$ cat config.mk
export PLATFORM = sky130hd
export DESIGN_NAME = regfile_wb_arbiter
export DESIGN_NICKNAME = d
export VERILOG_FILES = /design/src/rtl/rf_arb_pkg.sv /design/src/rtl/rf_scoreboard.sv /design/src/rtl/regfile_wb_arbiter.sv
export SDC_FILE = /design/constraint.sdc
export NUM_CORES = 1
export LEC_CHECK = 0
export CAP_MARGIN = 20
export CORE_MARGIN = 3
export CORE_UTILIZATION = 48
export CTS_BUF_LIST = sky130_fd_sc_hd__clkbuf_2
export DETAILED_ROUTE_END_ITERATION = 8
export GPL_ROUTABILITY_DRIVEN = 0
export PLACE_DENSITY = 0.82
export SYNTH_ARGS = -nofsm -noshare
export SYNTH_HDL_FRONTEND = slang
export SYNTH_SLANG_ARGS = --single-unit
$ cat constraint.sdc
create_clock -name clk -period 3.7 [get_ports clk]
set_input_delay 0.74 -clock clk [delete_from_list [all_inputs] [get_ports clk]]
set_output_delay 0.74 -clock clk [all_outputs]
set_load 0.02 [all_outputs]
$ cat src/rtl/rf_arb_pkg.sv
// Shared types and constants for the register-file writeback arbiter and its busy scoreboard.
package rf_arb_pkg;

    localparam int XLEN_DEF = 32;
    localparam int REG_AW   = 5;
    localparam int NUM_REGS = 32;

    typedef logic [REG_AW-1:0] reg_addr_t;

    typedef struct packed {
        logic                valid;
        reg_addr_t           rd;
        logic [XLEN_DEF-1:0] data;
    } wb_req_t;

    typedef enum logic [1:0] {
        GRANT_NONE = 2'd0,
        GRANT_WB0  = 2'd1,
        GRANT_WB1  = 2'd2
    } grant_e;

    // True when probe names a real register (not x0) equal to target.
    function automatic logic addr_hit(input reg_addr_t probe, input reg_addr_t target);
        return (probe != '0) && (probe == target);
    endfunction

endpackage

$ cat src/rtl/rf_scoreboard.sv
// Busy scoreboard for destinations owned by the long-latency unit.
// A set and a clear of the same register in one cycle leaves it busy; x0 is never busy.
module rf_scoreboard
    import rf_arb_pkg::*;
(
    input  logic                clk,
    input  logic                areset,
    input  logic                set_en,
    input  logic [REG_AW-1:0]   set_addr,
    input  logic                clr_en,
    input  logic [REG_AW-1:0]   clr_addr,
    input  logic [REG_AW-1:0]   look_a,
    input  logic [REG_AW-1:0]   look_b,
    input  logic [REG_AW-1:0]   iss_addr,
    output logic                busy_a,
    output logic                busy_b,
    output logic                iss_busy
);

    logic [NUM_REGS-1:0] busy_reg;
    logic [NUM_REGS-1:0] busy_next;
    logic [NUM_REGS-1:0] set_vec;
    logic [NUM_REGS-1:0] clr_vec;

    assign set_vec[0] = 1'b0;
    assign clr_vec[0] = 1'b0;

    generate
        for (genvar gi = 1; gi < NUM_REGS; gi++) begin : g_decode
            assign set_vec[gi] = set_en && (set_addr == REG_AW'(gi));
            assign clr_vec[gi] = clr_en && (clr_addr == REG_AW'(gi));
        end
    endgenerate

    // Set is applied after clear so a same-cycle collision keeps the bit.
    assign busy_next = (busy_reg & ~clr_vec) | set_vec;

    always_ff @(posedge clk) begin
        if (!areset) begin
            busy_reg <= '0;
        end else begin
            busy_reg <= busy_next;
        end
    end

    assign busy_a   = busy_reg[look_a];
    assign busy_b   = busy_reg[look_b];
    assign iss_busy = busy_reg[iss_addr];

endmodule

$ cat src/rtl/regfile_wb_arbiter.sv
// Two-requester arbiter for the register file write port with starvation guard and RAW hazard detection.
// Optional RF_ARB_BYPASS_EN adds forwarding of the in-flight write and removes it from the hazard term.
module regfile_wb_arbiter
    import rf_arb_pkg::*;
#(
    parameter int XLEN         = XLEN_DEF,
    parameter int STARVE_LIMIT = 4
) (
    input  logic                clk,
    input  logic                areset,
    input  logic                wb0_valid,
    output logic                wb0_ready,
    input  logic [REG_AW-1:0]   wb0_rd,
    input  logic [XLEN-1:0]     wb0_data,
    input  logic                wb1_valid,
    output logic                wb1_ready,
    input  logic [REG_AW-1:0]   wb1_rd,
    input  logic [XLEN-1:0]     wb1_data,
    input  logic                iss_valid,
    input  logic [REG_AW-1:0]   iss_rd,
    output logic                iss_ready,
    input  logic [REG_AW-1:0]   rs1,
    input  logic [REG_AW-1:0]   rs2,
    output logic                hazard,
    output logic                rf_we,
    output logic [REG_AW-1:0]   rf_waddr,
    output logic [XLEN-1:0]     rf_wdata
`ifdef RF_ARB_BYPASS_EN
    ,
    output logic                byp1_hit,
    output logic                byp2_hit,
    output logic [XLEN-1:0]     byp_data
`endif
);

    localparam logic [3:0] LIMIT = 4'(STARVE_LIMIT);

    logic              starve_reg;
    logic              starve_next;
    logic [3:0]        starve_cnt_reg;
    logic [3:0]        starve_cnt_next;
    logic              we_reg;
    logic [REG_AW-1:0] waddr_reg;
    logic [XLEN-1:0]   wdata_reg;
    grant_e            grant;
    logic              busy_1;
    logic              busy_2;
    logic              iss_busy;

    // Ready depends only on the starve flag and the opposing valid, never on data.
    always_comb begin
        wb0_ready = 1'b1;
        wb1_ready = !wb0_valid;
        if (starve_reg) begin
            wb1_ready = 1'b1;
            wb0_ready = !wb1_valid;
        end
    end

    always_comb begin
        grant = GRANT_NONE;
        if (wb0_valid && wb0_ready) begin
            grant = GRANT_WB0;
        end else if (wb1_valid && wb1_ready) begin
            grant = GRANT_WB1;
        end
    end

    // Starve is raised on the same edge the stall count reaches the limit.
    always_comb begin
        starve_cnt_next = starve_cnt_reg;
        starve_next     = starve_reg;
        if (grant == GRANT_WB1) begin
            starve_cnt_next = '0;
            starve_next     = 1'b0;
        end else if (!wb1_valid) begin
            starve_cnt_next = '0;
        end else begin
            if (starve_cnt_reg < LIMIT) begin
                starve_cnt_next = starve_cnt_reg + 4'd1;
            end
            if (starve_cnt_next == LIMIT) begin
                starve_next = 1'b1;
            end
        end
    end

    always_ff @(posedge clk) begin
        if (!areset) begin
            starve_reg     <= 1'b0;
            starve_cnt_reg <= '0;
        end else begin
            starve_reg     <= starve_next;
            starve_cnt_reg <= starve_cnt_next;
        end
    end

    always_ff @(posedge clk) begin
        if (!areset) begin
            we_reg    <= 1'b0;
            waddr_reg <= '0;
            wdata_reg <= '0;
        end else begin
            case (grant)
                GRANT_WB0: begin
                    we_reg    <= (wb0_rd != '0);
                    waddr_reg <= wb0_rd;
                    wdata_reg <= wb0_data;
                end
                GRANT_WB1: begin
                    we_reg    <= (wb1_rd != '0);
                    waddr_reg <= wb1_rd;
                    wdata_reg <= wb1_data;
                end
                default: begin
                    we_reg <= 1'b0;
                end
            endcase
        end
    end

    assign rf_we    = we_reg;
    assign rf_waddr = waddr_reg;
    assign rf_wdata = wdata_reg;

    rf_scoreboard u_scoreboard (
        .clk      (clk),
        .areset   (areset),
        .set_en   (iss_valid && !iss_busy),
        .set_addr (iss_rd),
        .clr_en   (grant == GRANT_WB1),
        .clr_addr (wb1_rd),
        .look_a   (rs1),
        .look_b   (rs2),
        .iss_addr (iss_rd),
        .busy_a   (busy_1),
        .busy_b   (busy_2),
        .iss_busy (iss_busy)
    );

    assign iss_ready = !iss_busy;

`ifdef RF_ARB_BYPASS_EN
    assign byp1_hit = we_reg && addr_hit(rs1, waddr_reg);
    assign byp2_hit = we_reg && addr_hit(rs2, waddr_reg);
    assign byp_data = wdata_reg;
    assign hazard   = busy_1 || busy_2;
`else
    // The registered write is not yet in the register file, so it still counts as pending.
    assign hazard = busy_1 || busy_2
                 || (we_reg && addr_hit(rs1, waddr_reg))
                 || (we_reg && addr_hit(rs2, waddr_reg));
`endif

endmodule

Word-level counts from Yosys, hierarchy flattened
Cells that the tools add are included.
{ "word_totals": {"ff_bits": 75, "latch_bits": 0, "mem_bits_rw": 0, "mem_bits_ro": 0, "input_bits": 94, "out_inout_bits": 42, "word_cells": 182, "memories": 0} }
{ "op_classes": {"add_sub_neg": 1, "mul": 0, "div": 0, "n_lt_le_gt_ge": 4, "eq_ne": 67, "n_shift": 0, "muxes": 16, "bitwise": 5, "reduce_logical": 83} }
{ "op_table": {"columns": ["operator", "n"], "rows": [
  ["$eq 5x5->1 const B", 32],
  ["$eq 5x4->1 const B", 16],
  ["$logic_and 1x1->1", 69],
  ["$pmux 32 s2", 1],
  ["$eq 5x3->1 const B", 8],
  ["$and 32x32->32", 1],
  ["$not 32->32", 1],
  ["$or 32x32->32", 1],
  ["$eq 5x2->1 const B", 4],
  ["$reduce_bool 5->1", 4],
  ["$lt 5x6->1 const B", 3],
  ["$bmux 1 s5", 3],
  ["$mux 4", 3],
  ["$eq 5x1->1 const B", 2],
  ["$eq 5x5->1", 2],
  ["$pmux 5 s2", 1],
  ["$mux 1", 5],
  ["$add 4x1->4 const B", 1],
  ["$eq 4x3->1 const B", 1],
  ["$lt 4x3->1 const B", 1],
  ["$mux 2", 2],
  ["$logic_not 1->1", 3],
  ["$logic_or 1x1->1", 3],
  ["$reduce_or 3->1", 1],
  ["other kinds (7)", 8]
]} }

Depth between registers and ports, before layout
Gate-level depths: netlist of run 1.
{ "logic_depth": {"ltp_word": 10, "depth_mapped": 8, "mapped_depth_nobuf": 6} }

Modules after synthesis
From an unflattened synthesis of run 1, not the netlist that was laid out.
{ "unflattened": {"hier_cells": 495, "area_unflattened_um2": 4257.8} }
{ "modules_own_cells": {"columns": ["module", "n_inst", "cells_each", "area_per_inst_um2"], "rows": [
  ["rf_scoreboard", 1, 275, 2289.7],
  ["regfile_wb_arbiter", 1, 220, 1968.1]
]} }

Worst setup path after synthesis of run 1
Ideal clock, no wire load.
{ "synth_timing": {"path_kind": "input port to output port", "from": "input port rs2[0]", "to": "output port hazard", "t_arrival_ps": 2457, "required_ps": 2960, "slack_ps": 503, "stages": 5, "path_buffers": 1, "path_cell_list": "buf_2 mux4_2 mux4_2 a221oi_1 o211ai_1"} }
{ "synth_between": {"elab_chain_len": 5} }
{ "synth_rtl": {"columns": ["element", "line", "rtl"], "rows": [
  ["from (decl)", "regfile_wb_arbiter.sv:23", "input logic [REG_AW-1:0] rs2,"],
  ["$bmux 1 s5", "rf_scoreboard.sv:47", "assign busy_b = busy_reg[look_b];"],
  ["$mux 1 (implied by the code)", "rf_scoreboard.sv:47", null],
  ["$logic_or 1x1->1", "regfile_wb_arbiter.sv:150", "assign hazard = busy_1 || busy_2"],
  ["$logic_or 1x1->1", "regfile_wb_arbiter.sv:151", "|| (we_reg && addr_hit(rs1, waddr_reg))"],
  ["$logic_or 1x1->1 *", "regfile_wb_arbiter.sv:152", "|| (we_reg && addr_hit(rs2, waddr_reg));"],
  ["to (decl)", "regfile_wb_arbiter.sv:24", "output logic hazard,"]
]} }
Mark *: on every way between the ends. The rest lies on a longest branch, timed or not. The select of a mux whose other input is x is not followed.

Worst setup path in the final report of run 1
{ "layout_timing": {"from": "input port iss_rd[1]", "to": "output port iss_ready"} }
{ "layout_between": {"elab_chain_len": 3} }
{ "layout_rtl": {"columns": ["element", "line", "rtl"], "rows": [
  ["from (decl)", "regfile_wb_arbiter.sv:20", "input logic [REG_AW-1:0] iss_rd,"],
  ["$bmux 1 s5", "rf_scoreboard.sv:48", "assign iss_busy = busy_reg[iss_addr];"],
  ["$mux 1 (implied by the code)", "rf_scoreboard.sv:48", null],
  ["$logic_not 1->1", "regfile_wb_arbiter.sv:141", "assign iss_ready = !iss_busy;"],
  ["to (decl)", "regfile_wb_arbiter.sv:21", "output logic iss_ready,"]
]} }
Every way passes these cells. The select of a mux whose other input is x is not followed.

==> metrics.cfg, run 1 <==
[logic_synthesis]
synth_fp_nets=555
yosys.cell_types.count=48
async_flop_share_pct=0
flops_latches_synth=74
syn-instance-count=460
synthTopCellsByArea=sky130_fd_sc_hd__dfxtp_1 (35%), sky130_fd_sc_hd__mux2i_1 (12%), sky130_fd_sc_hd__mux4_2 (9.7%)
netlist_area_sq_um=4185
synth-seq-area-share_pct=35.40
dominantRegCellSynth=sky130_fd_sc_hd__dfxtp_1
post_synth_most_frequent_cells=sky130_fd_sc_hd__dfxtp_1 (74), sky130_fd_sc_hd__nand2_1 (62), sky130_fd_sc_hd__mux2i_1 (51)
yosys_warnings=0
synth_top_area_cell=sky130_fd_sc_hd__dfxtp_1
synth_top_cell_area_share_pct=35.40
number_of_flops_mapped_to_enable_cells_by_yosys=0
synth.most_common_cell=sky130_fd_sc_hd__dfxtp_1
mean_instance_size_in_the_synthesized_netlist_sq_um=9.098

[finish]
final_core_util_pct=70.01
largest_register_ffs=32
finish.net_count=686
flow.area_growth_from_synthesis_pct=39.52
n_antenna_cell=0
layout-drive-gt1-share_pct=12.58

[run_status]
outcome=finished clean

[cts]
tritoncts.num_buffers=9
cts.path.max_buffers=2
clk_root_buffer_cell=sky130_fd_sc_hd__clkbuf_2
postCtsSetupRepairBufs=0
post_cts_hold_buffer_count=0
clkTransAtPathRegs_ns=0.24
cts_tree=built
cts_resized=3
clk_latency_ns=0.52
tritoncts_num_sinks=74
htree_levels=3

[hold_path]
holdCritStartpoint=rf_wdata[5]
hp-class=register to register
min_to=rf_wdata[5]
hold_path_depth=2

[global_routing]
track_usage_pct=27.08
grt_start_max_net_pins=38
first_global_vias=4188
first_pass_grt_wire_length_mm=21.31
antenna_violations_before_repair=0
grt_remaining_overflow=0

[floorplanning]
x_dimension_of_the_die_microns=99.38
dieArea_sq_um=9875
placementRows=33
die_h_microns=99.38
core-area_sq_um=8341
initial_core_util_pct=50.18
ioPinCount=136

[place]
detailed_place_hpwl_mm=10.38
io_buffers=135

[sta]
fin_worst_skew_ns=0.03603
final.hold.worst_slack_ns=0.4750
timing.final.setup_violations=0
grt_setup_unrepaired=no
max_slew_violation_count=0
achievable-frequency_ghz=0.2821
worst_slew_pin_slew_ns=0.8447
layout_min_cycle_time_ns=3.545
relSlewSlack_pct=43.51
timing.final.hold_violations=0
fin_crit_sh_pct=95.81

[job]
drv_cap=0

[routing]
postRouteAntennaNets=0
drt-initial-drc-count=260
wl_per_cell_microns=19.05
route.vias.total=4228
drt_pre_antenna_iters=6
final_wl_mm=13.36
via_per_inst=6.031
route.detailed.drc=0

[power_and_ir_drop]
vdd_ir_max_v=0.0001665
power.leakage_nw=2.084
power_per_cell_area_nw_per_um2=301.2
finalPower_mw=1.759

[critical_path]
data_arrival_at_the_endpoint_of_the_critical_path_ns=2.81
critical_path.reg2reg.endpoint=u_scoreboard.busy_reg[13]
critical_path_class=input pin to primary output
reg2reg_setup_slack_ns=1.51
worstSetupStartpointType=input pin
end_kind=primary output
largest_fanout_on_the_critical_path=15
worstReg2RegStart=u_scoreboard.busy_reg[25]
worst-endpoint-required_ns=2.96
r2r_cells=7

==> power breakdown <==
| group | switching (mW) | internal [mW] | leakage, nW | total [mW] |
|---|---|---|---|---|
| combinational | 0.201 | 0.225 | 1.40 | 0.426 |
| clock | 0.309 | 0.163 | 0.0745 | 0.472 |
| sequential | 0.0263 | 0.834 | 0.606 | 0.861 |
| total | 0.536 | 1.22 | 2.08 | 1.76 |
==> logic make-up after synthesis <==
group | Yosys count | synth area share (%)
AND/OR/NAND/NOR | 128 | 14.89
AO/OA/AOI/OAI | 125 | 19.37
multiplexers | 74 | 23.23
flip-flops | 74 | 35.40
buffers and inverters | 49 | 4.933
XOR/XNOR | 9 | 1.884
adder cells (fa/ha/maj) | 1 | 0.2989
==> metal layers <==
| metal | vias up | global-route usage [%] | share of wire (%) |
|---|---|---|---|
| met4 | 0 | 9.559 | 3.3 |
| met3 | 45 | 5.750 | 8.4 |
| met1 | 1981 | 35.67 | 39 |
| met5 | - | 0 | 0 |
| li1 | 1973 | - | - |
| met2 | 229 | 44.06 | 49 |
==> placed cells by master (no fill, tap or decap), types with 10 or more instances in the layout <==
cell	n
sky130_fd_sc_hd__clkdlybuf4s50_1	131
sky130_fd_sc_hd__dfxtp_1	74
sky130_fd_sc_hd__nand2_1	62
sky130_fd_sc_hd__mux2i_1	51
sky130_fd_sc_hd__o21ai_0	39
sky130_fd_sc_hd__o211ai_1	34
sky130_fd_sc_hd__buf_4	24
sky130_fd_sc_hd__mux4_2	18
sky130_fd_sc_hd__nor2_1	18
sky130_fd_sc_hd__o21ai_1	16
sky130_fd_sc_hd__o31ai_1	16
sky130_fd_sc_hd__clkbuf_2	10
==> worst max-delay path, cell delays in order <==
cell                              delay (ns)
sky130_fd_sc_hd__clkdlybuf4s50_1        0.50
sky130_fd_sc_hd__buf_12                 0.16
sky130_fd_sc_hd__mux2i_1                0.09
sky130_fd_sc_hd__mux4_2                 0.47
sky130_fd_sc_hd__mux2_2                 0.28
sky130_fd_sc_hd__a32oi_2                0.20
sky130_fd_sc_hd__inv_2                  0.04
sky130_fd_sc_hd__dlygate4sd2_1          0.31
==> through the flow <==
step | TNS [ns] | worst slack, ns | area (sq um) | cells
after floorplan | 0 | 0.5026 | 4185 | 460
after global placement | -0.4508 | -0.4019 | 5722 | 685
after detailed placement | -0.5234 | -0.4449 | 5722 | 685
after CTS | 0 | 0.03990 | 5841 | 701
after global routing | 0 | 0.04871 | 5839 | 701
final | 0 | 0.1549 | 5839 | 701
==> cell type report <==
type / count / area [sq um]
Fill cell: 653 / 2501
Sequential cell: 74 / 1481
Tap cell: 105 / 131.4
Clock buffer: 9 / 45.04
Inverter: 8 / 30.03
Timing Repair Buffer: 161 / 1567
Clock inverter: 7 / 77.57
Multi-Input combinational cell: 337 / 2507
==> worst max path at each step <==
stage	startpoint	endpoint	slack (ns)	cells after the start
3_3_place_gp	rs2[0]	hazard	-0.40	6
6_report	iss_rd[1]	iss_ready	0.15	8
2_1_floorplan	rs2[0]	hazard	0.50	5
4_1_cts	rs2[1]	hazard	0.04	6
3_5_place_dp	rs2[0]	hazard	-0.44	6
5_1_grt	rs2[2]	hazard	0.05	7
Note: power is estimated with default switching activity, not from simulation.
==> inputs of run 2 (changes only) <==
RECOVER_POWER = 25   (was unset)
==> run 2 against run 1 <==
Net effect: clock skew is 0.0066 ns lower; critical path depth did not move; cell count is the same; via count shrank 0.17%; design area fell by 0.34%; critical path type unchanged; sequential power about the same; largest cell class unchanged; routed wire length shrank 0.62%; maximum frequency barely moved; power is 0.24% lower.
==> metrics.cfg, run 2 (synthesis results as in run 1) <==
[run_status]
outcome=finished clean

[routing]
via_per_inst=6.021  ; -0.17%
final_wl_mm=13.27  ; -0.62%
route.detailed.drc=0  ; unchanged
wl_per_cell_microns=18.93  ; -0.62%
drt-initial-drc-count=259  ; -0.38%
route.vias.total=4221  ; -0.17%
drt_pre_antenna_iters=5  ; -1
postRouteAntennaNets=0  ; unchanged

[finish]
layout_common_cells=sky130_fd_sc_hd__clkdlybuf4s50_1 (129), sky130_fd_sc_hd__dfxtp_1 (74), sky130_fd_sc_hd__nand2_1 (62)
layout-drive-gt1-share_pct=12.08  ; -0.50 points
final_common_cell=sky130_fd_sc_hd__clkdlybuf4s50_1
n_antenna_cell=0  ; unchanged
finish.net_count=686  ; unchanged
layout.area.seq_sq_um=1481  ; unchanged
fillCellCount=656  ; +0.46%
largest_register_ffs=32  ; unchanged
final_area_sq_um=5819  ; -0.34%
multi_input_gate_area_sq_um=2506  ; about the same
flow.area_growth_from_synthesis_pct=39.04

[floorplanning]
initial_core_util_pct=50.18  ; unchanged
dieArea_sq_um=9875  ; unchanged
die_h_microns=99.38  ; unchanged
ioPinCount=136  ; unchanged
x_dimension_of_the_die_microns=99.38  ; unchanged
placementRows=33  ; unchanged
core-area_sq_um=8341  ; unchanged

[critical_path]
critical_path_class=input pin to primary output
largest_fanout_on_the_critical_path=15  ; unchanged
data_arrival_at_the_endpoint_of_the_critical_path_ns=2.81  ; about the same
worst-endpoint-required_ns=2.96  ; about the same
end_kind=primary output
worstSetupStartpointType=input pin

[sta]
max_slew_violation_count=0  ; unchanged
layout_min_cycle_time_ns=3.548  ; +0.003151 ns
timing.final.hold_violations=0  ; unchanged
worst_slew_pin_slew_ns=0.9978  ; +0.1531 ns
fin_crit_sh_pct=95.90  ; about the same
timing.final.setup_violations=0  ; unchanged
fin_worst_skew_ns=0.02945  ; -0.006581 ns
achievable-frequency_ghz=0.2818  ; about the same
grt_setup_unrepaired=no
relSlewSlack_pct=33.48  ; -10 points
postLayoutSetupSlackWorst_ns=0.1517  ; -0.003151 ns

[cts]
tritoncts.num_buffers=9  ; unchanged
cts_resized=3  ; unchanged
clk_root_buffer_cell=sky130_fd_sc_hd__clkbuf_2
postCtsSetupRepairBufs=0  ; unchanged
post_cts_hold_buffer_count=0  ; unchanged
cts.path.max_buffers=2  ; unchanged
tritoncts_num_sinks=74  ; unchanged
clkTransAtPathRegs_ns=0.23  ; about the same
htree_levels=3  ; unchanged
cts_tree=built
clk_latency_ns=0.51  ; about the same

[global_routing]
first_global_vias=4188  ; unchanged
grt_remaining_overflow=0  ; unchanged
antenna_violations_before_repair=0  ; unchanged
track_usage_pct=27.08  ; unchanged
first_pass_grt_wire_length_mm=21.31  ; unchanged
grt_start_max_net_pins=38  ; unchanged

[power_and_ir_drop]
power_per_cell_area_nw_per_um2=301.5  ; about the same
vdd_ir_max_v=0.0001666  ; about the same
finalPower_mw=1.755  ; -0.24%
power.leakage_nw=2.073  ; -0.56%

[place]
post_dp_cell_area_sq_um=5722  ; unchanged
io_buffers=135  ; unchanged
detailed_place_hpwl_mm=10.38  ; unchanged
preCtsSetupSlack_ns=-0.4449  ; unchanged

[job]
drv_cap=0  ; unchanged

[hold_path]
hp-class=register to register

-- run 2: cell count changes in the layout (fill, tap and decap cells not counted), sizes merged --
cell,previous run,this run
dlygate4sd3,0,2
buf,26,24
inv,10,9
clkdlybuf4s50,131,129
clkbuf,10,12
clkinv,4,5
-- run 2: final timing paths --
path,start,endpoint,slack (ns),depth (start not counted)
max reg2reg,starve_reg,rf_wdata[14],1.02,6
max,iss_rd[1],iss_ready,0.15,8
min,rf_wdata[5],rf_wdata[5],0.47,2
min reg2reg,rf_wdata[5],rf_wdata[5],0.47,2
-- run 2: metrics by stage --
stage / hold slack (ns) / instances / utilization [%] / setup TNS, ns
2_1_floorplan: 0.4602 / 460 / - / 0
3_3_place_gp: 0.4350 / 685 / 68.60 / -0.4508
3_5_place_dp: 0.4409 / 685 / 68.60 / -0.5234
4_1_cts: 0.4793 / 701 / 70.03 / 0
5_1_grt: 0.5076 / 701 / 69.77 / 0
6_report: 0.4744 / 701 / 69.77 / 0
-- run 2: per-layer routing --
metal  up-vias  share of wire (%)  GRT usage (%)  routed length (microns)
li1       1970                  -              -                        -
met1      2002                 39          35.67                     5167
met3        28                8.3          5.750                     1098
met4         0                2.5          9.559                      331
met5         -                  0              0                        0
met2       221                 50          44.06                     6675
-- run 2: final cells by class --
cell class | instances | share of cell area, %
clock buffer | 9 | 0.7740
clock inverter | 7 | 1.333
inverter | 8 | 0.5160
multi-input combinational | 337 | 43.07
sequential | 74 | 25.46
tap | 105 | 2.258
timing repair buffer | 161 | 26.60
-- run 2: power by group --
group / total [mW] / internal [mW] / switching [mW] / leakage (nW)
Clock: 0.471 / 0.163 / 0.308 / 0.0745
Sequential: 0.861 / 0.834 / 0.0264 / 0.606
Combinational: 0.423 / 0.224 / 0.200 / 1.39
-- run 2: critical path, cell delays in order --
cell and delay, ns:
sky130_fd_sc_hd__clkdlybuf4s50_1 0.50, sky130_fd_sc_hd__buf_12 0.16, sky130_fd_sc_hd__mux2i_1 0.09, sky130_fd_sc_hd__mux4_2 0.47, sky130_fd_sc_hd__mux2_2 0.28, sky130_fd_sc_hd__a32oi_2 0.20
sky130_fd_sc_hd__inv_2 0.04, sky130_fd_sc_hd__dlygate4sd2_1 0.31
==> inputs of run 3 (changes only) <==
PLACE_DENSITY = 0.83   (was 0.82)
==> run 3 against run 2 <==
Net effect: register-to-register slack got worse by 0.03 ns; routed wire length is 0.90% higher; highest routed layer unchanged; flip-flop and latch count stayed put; worst hold slack worse by 0.0027 ns; largest power group unchanged; first-iteration DRC count grew 5.0%; combinational power grew 3%; sequential power hardly changed; sequential share of layout area decreased by 0.36 points; critical path depth fell by 1; critical endpoint is now hazard; critical path type unchanged.
==> metrics.cfg, run 3 (synthesis results as in run 1) <==
[place]
preCtsSetupSlack_ns=-0.3988  ; +0.04609 ns
post_dp_cell_area_sq_um=5734  ; +0.22%
io_buffers=135  ; unchanged
detailed_place_hpwl_mm=10.30  ; -0.77%

[routing]
drt_pre_antenna_iters=6  ; +1
postRouteAntennaNets=0  ; unchanged
final_wl_mm=13.39  ; +0.90%
wl_per_cell_microns=19.02  ; +0.47%
route.detailed.drc=0  ; unchanged
via_per_inst=6.054  ; +0.54%
route.vias.total=4262  ; +0.97%
drt-initial-drc-count=272  ; +5.0%

[cts]
clk_latency_ns=0.53  ; +0.02 ns
htree_levels=3  ; unchanged
cts.path.max_buffers=2  ; unchanged
tritoncts_num_sinks=74  ; unchanged
tritoncts.num_buffers=9  ; unchanged
clkTransAtPathRegs_ns=0.18  ; -0.05 ns
post_cts_hold_buffer_count=0  ; unchanged
cts_tree=built
clk_root_buffer_cell=sky130_fd_sc_hd__clkbuf_2

[sta]
grt_setup_unrepaired=no
fin_worst_skew_ns=0.03978  ; +0.01034 ns
relSlewSlack_pct=1.828  ; -32 points
timing.final.setup_violations=0  ; unchanged
postLayoutSetupSlackWorst_ns=0.07262  ; -0.07910 ns
layout_min_cycle_time_ns=3.627  ; +0.07910 ns
final.hold.worst_slack_ns=0.4717  ; -0.002738 ns
worst_slew_pin_slew_ns=1.472  ; +0.4740 ns
timing.final.hold_violations=0  ; unchanged
achievable-frequency_ghz=0.2757  ; -2.2%
max_slew_violation_count=0  ; unchanged
fin_crit_sh_pct=98.04  ; +2.1 points

[power_and_ir_drop]
finalPower_mw=1.821  ; +3.8%
power.leakage_nw=2.099  ; +1.3%
vdd_ir_max_v=0.0001875  ; +13%
power_per_cell_area_nw_per_um2=308.5  ; +2.3%

[floorplanning]
x_dimension_of_the_die_microns=99.38  ; unchanged
die_h_microns=99.38  ; unchanged
placementRows=33  ; unchanged
ioPinCount=136  ; unchanged
core-area_sq_um=8341  ; unchanged
dieArea_sq_um=9875  ; unchanged
initial_core_util_pct=50.18  ; unchanged

[run_status]
outcome=finished clean

[global_routing]
grt_start_max_net_pins=33  ; -13%
track_usage_pct=26.75  ; -0.33 points
first_global_vias=4234  ; +1.1%
first_pass_grt_wire_length_mm=21.09  ; -1.1%
grt_remaining_overflow=0  ; unchanged
antenna_violations_before_repair=0  ; unchanged

[critical_path]
worst-endpoint-required_ns=2.96  ; about the same
data_arrival_at_the_endpoint_of_the_critical_path_ns=2.89  ; +0.08 ns
critical_path_class=input pin to primary output
end_kind=primary output
r2r_cells=6  ; unchanged
largest_fanout_on_the_critical_path=7  ; -8
worstSetupStartpointType=input pin

[finish]
final_area_sq_um=5902  ; +1.4%
flow.area_growth_from_synthesis_pct=41.02
final_common_cell=sky130_fd_sc_hd__clkdlybuf4s50_1
final_core_util_pct=70.76  ; +0.99 points
finish.net_count=689  ; +0.44%
layout.area.seq_sq_um=1481  ; unchanged
layout-drive-gt1-share_pct=13.02  ; +0.94 points
fillCellCount=632  ; -3.7%
n_antenna_cell=0  ; unchanged
multi_input_gate_area_sq_um=2512  ; +0.25%
layout_common_cells=sky130_fd_sc_hd__clkdlybuf4s50_1 (132), sky130_fd_sc_hd__dfxtp_1 (74), sky130_fd_sc_hd__nand2_1 (62)
largest_register_ffs=32  ; unchanged

[hold_path]
hp-class=register to register
hold_path_depth=2  ; unchanged

[job]
drv_cap=0  ; unchanged

## run 3: cell count changes in the layout (fill, tap and decap cells not counted), moves of 2 or more
| cell | change |
|---|---|
| sky130_fd_sc_hd__buf_12 | +2 |
| sky130_fd_sc_hd__buf_4 | +3 |
| sky130_fd_sc_hd__clkdlybuf4s50_1 | +3 |
| sky130_fd_sc_hd__clkinv_4 | -2 |
## run 3: report_power, final
group	switching, mW	leakage [nW]	total [mW]	internal, mW
Clock	0.297	0.0825	0.526	0.229
Combinational	0.203	1.41	0.434	0.231
Sequential	0.0264	0.606	0.861	0.834
Total	0.527	2.10	1.82	1.29
## run 3: what timing repair did
action | 4_1_cts | 5_1_grt
setup buffers | 0 | 3
setup endpoints to repair | 2 | 1
resized for setup | 6 | 2
pin swaps | 0 | 1
## run 3: cell type report
class                           count  area share, %
Multi-Input combinational cell    337          42.57
Timing Repair Buffer              164          27.22
Clock buffer                       10         0.8480
Tap cell                          105          2.226
Sequential cell                    74          25.10
Clock inverter                      6          1.526
Inverter                            8         0.5088
## run 3: worst paths after layout
path	start	end	slack, ns
setup / recovery	rs2[0]	hazard	0.07
hold / removal	rf_wdata[24]	rf_wdata[24]	0.47
setup reg to reg	starve_reg	u_scoreboard.busy_reg[15]	0.99
hold reg to reg	rf_wdata[24]	rf_wdata[24]	0.47
## run 3: per-stage QoR
| step | setup TNS (ns) | instances |
|---|---|---|
| after floorplan | 0 | 460 |
| after global placement | -0.3953 | 685 |
| after detailed placement | -0.4440 | 685 |
| after CTS | 0 | 701 |
| after global routing | 0 | 704 |
| final | 0 | 704 |
## run 3: metal layers
layer / track usage [%] / routed length [microns]
met3: 4.558 / 1035
met2: 46.23 / 6790
met1: 32.70 / 5083
met5: 0 / 0
met4: 11.66 / 482
## run 3: worst max-delay path, stage by stage
cell and delay [ns]:
sky130_fd_sc_hd__clkdlybuf4s50_1 0.48, sky130_fd_sc_hd__buf_6 0.14, sky130_fd_sc_hd__mux4_2 0.50, sky130_fd_sc_hd__mux4_2 0.49, sky130_fd_sc_hd__a221oi_2 0.25, sky130_fd_sc_hd__o211ai_1 0.12, sky130_fd_sc_hd__buf_4 0.17
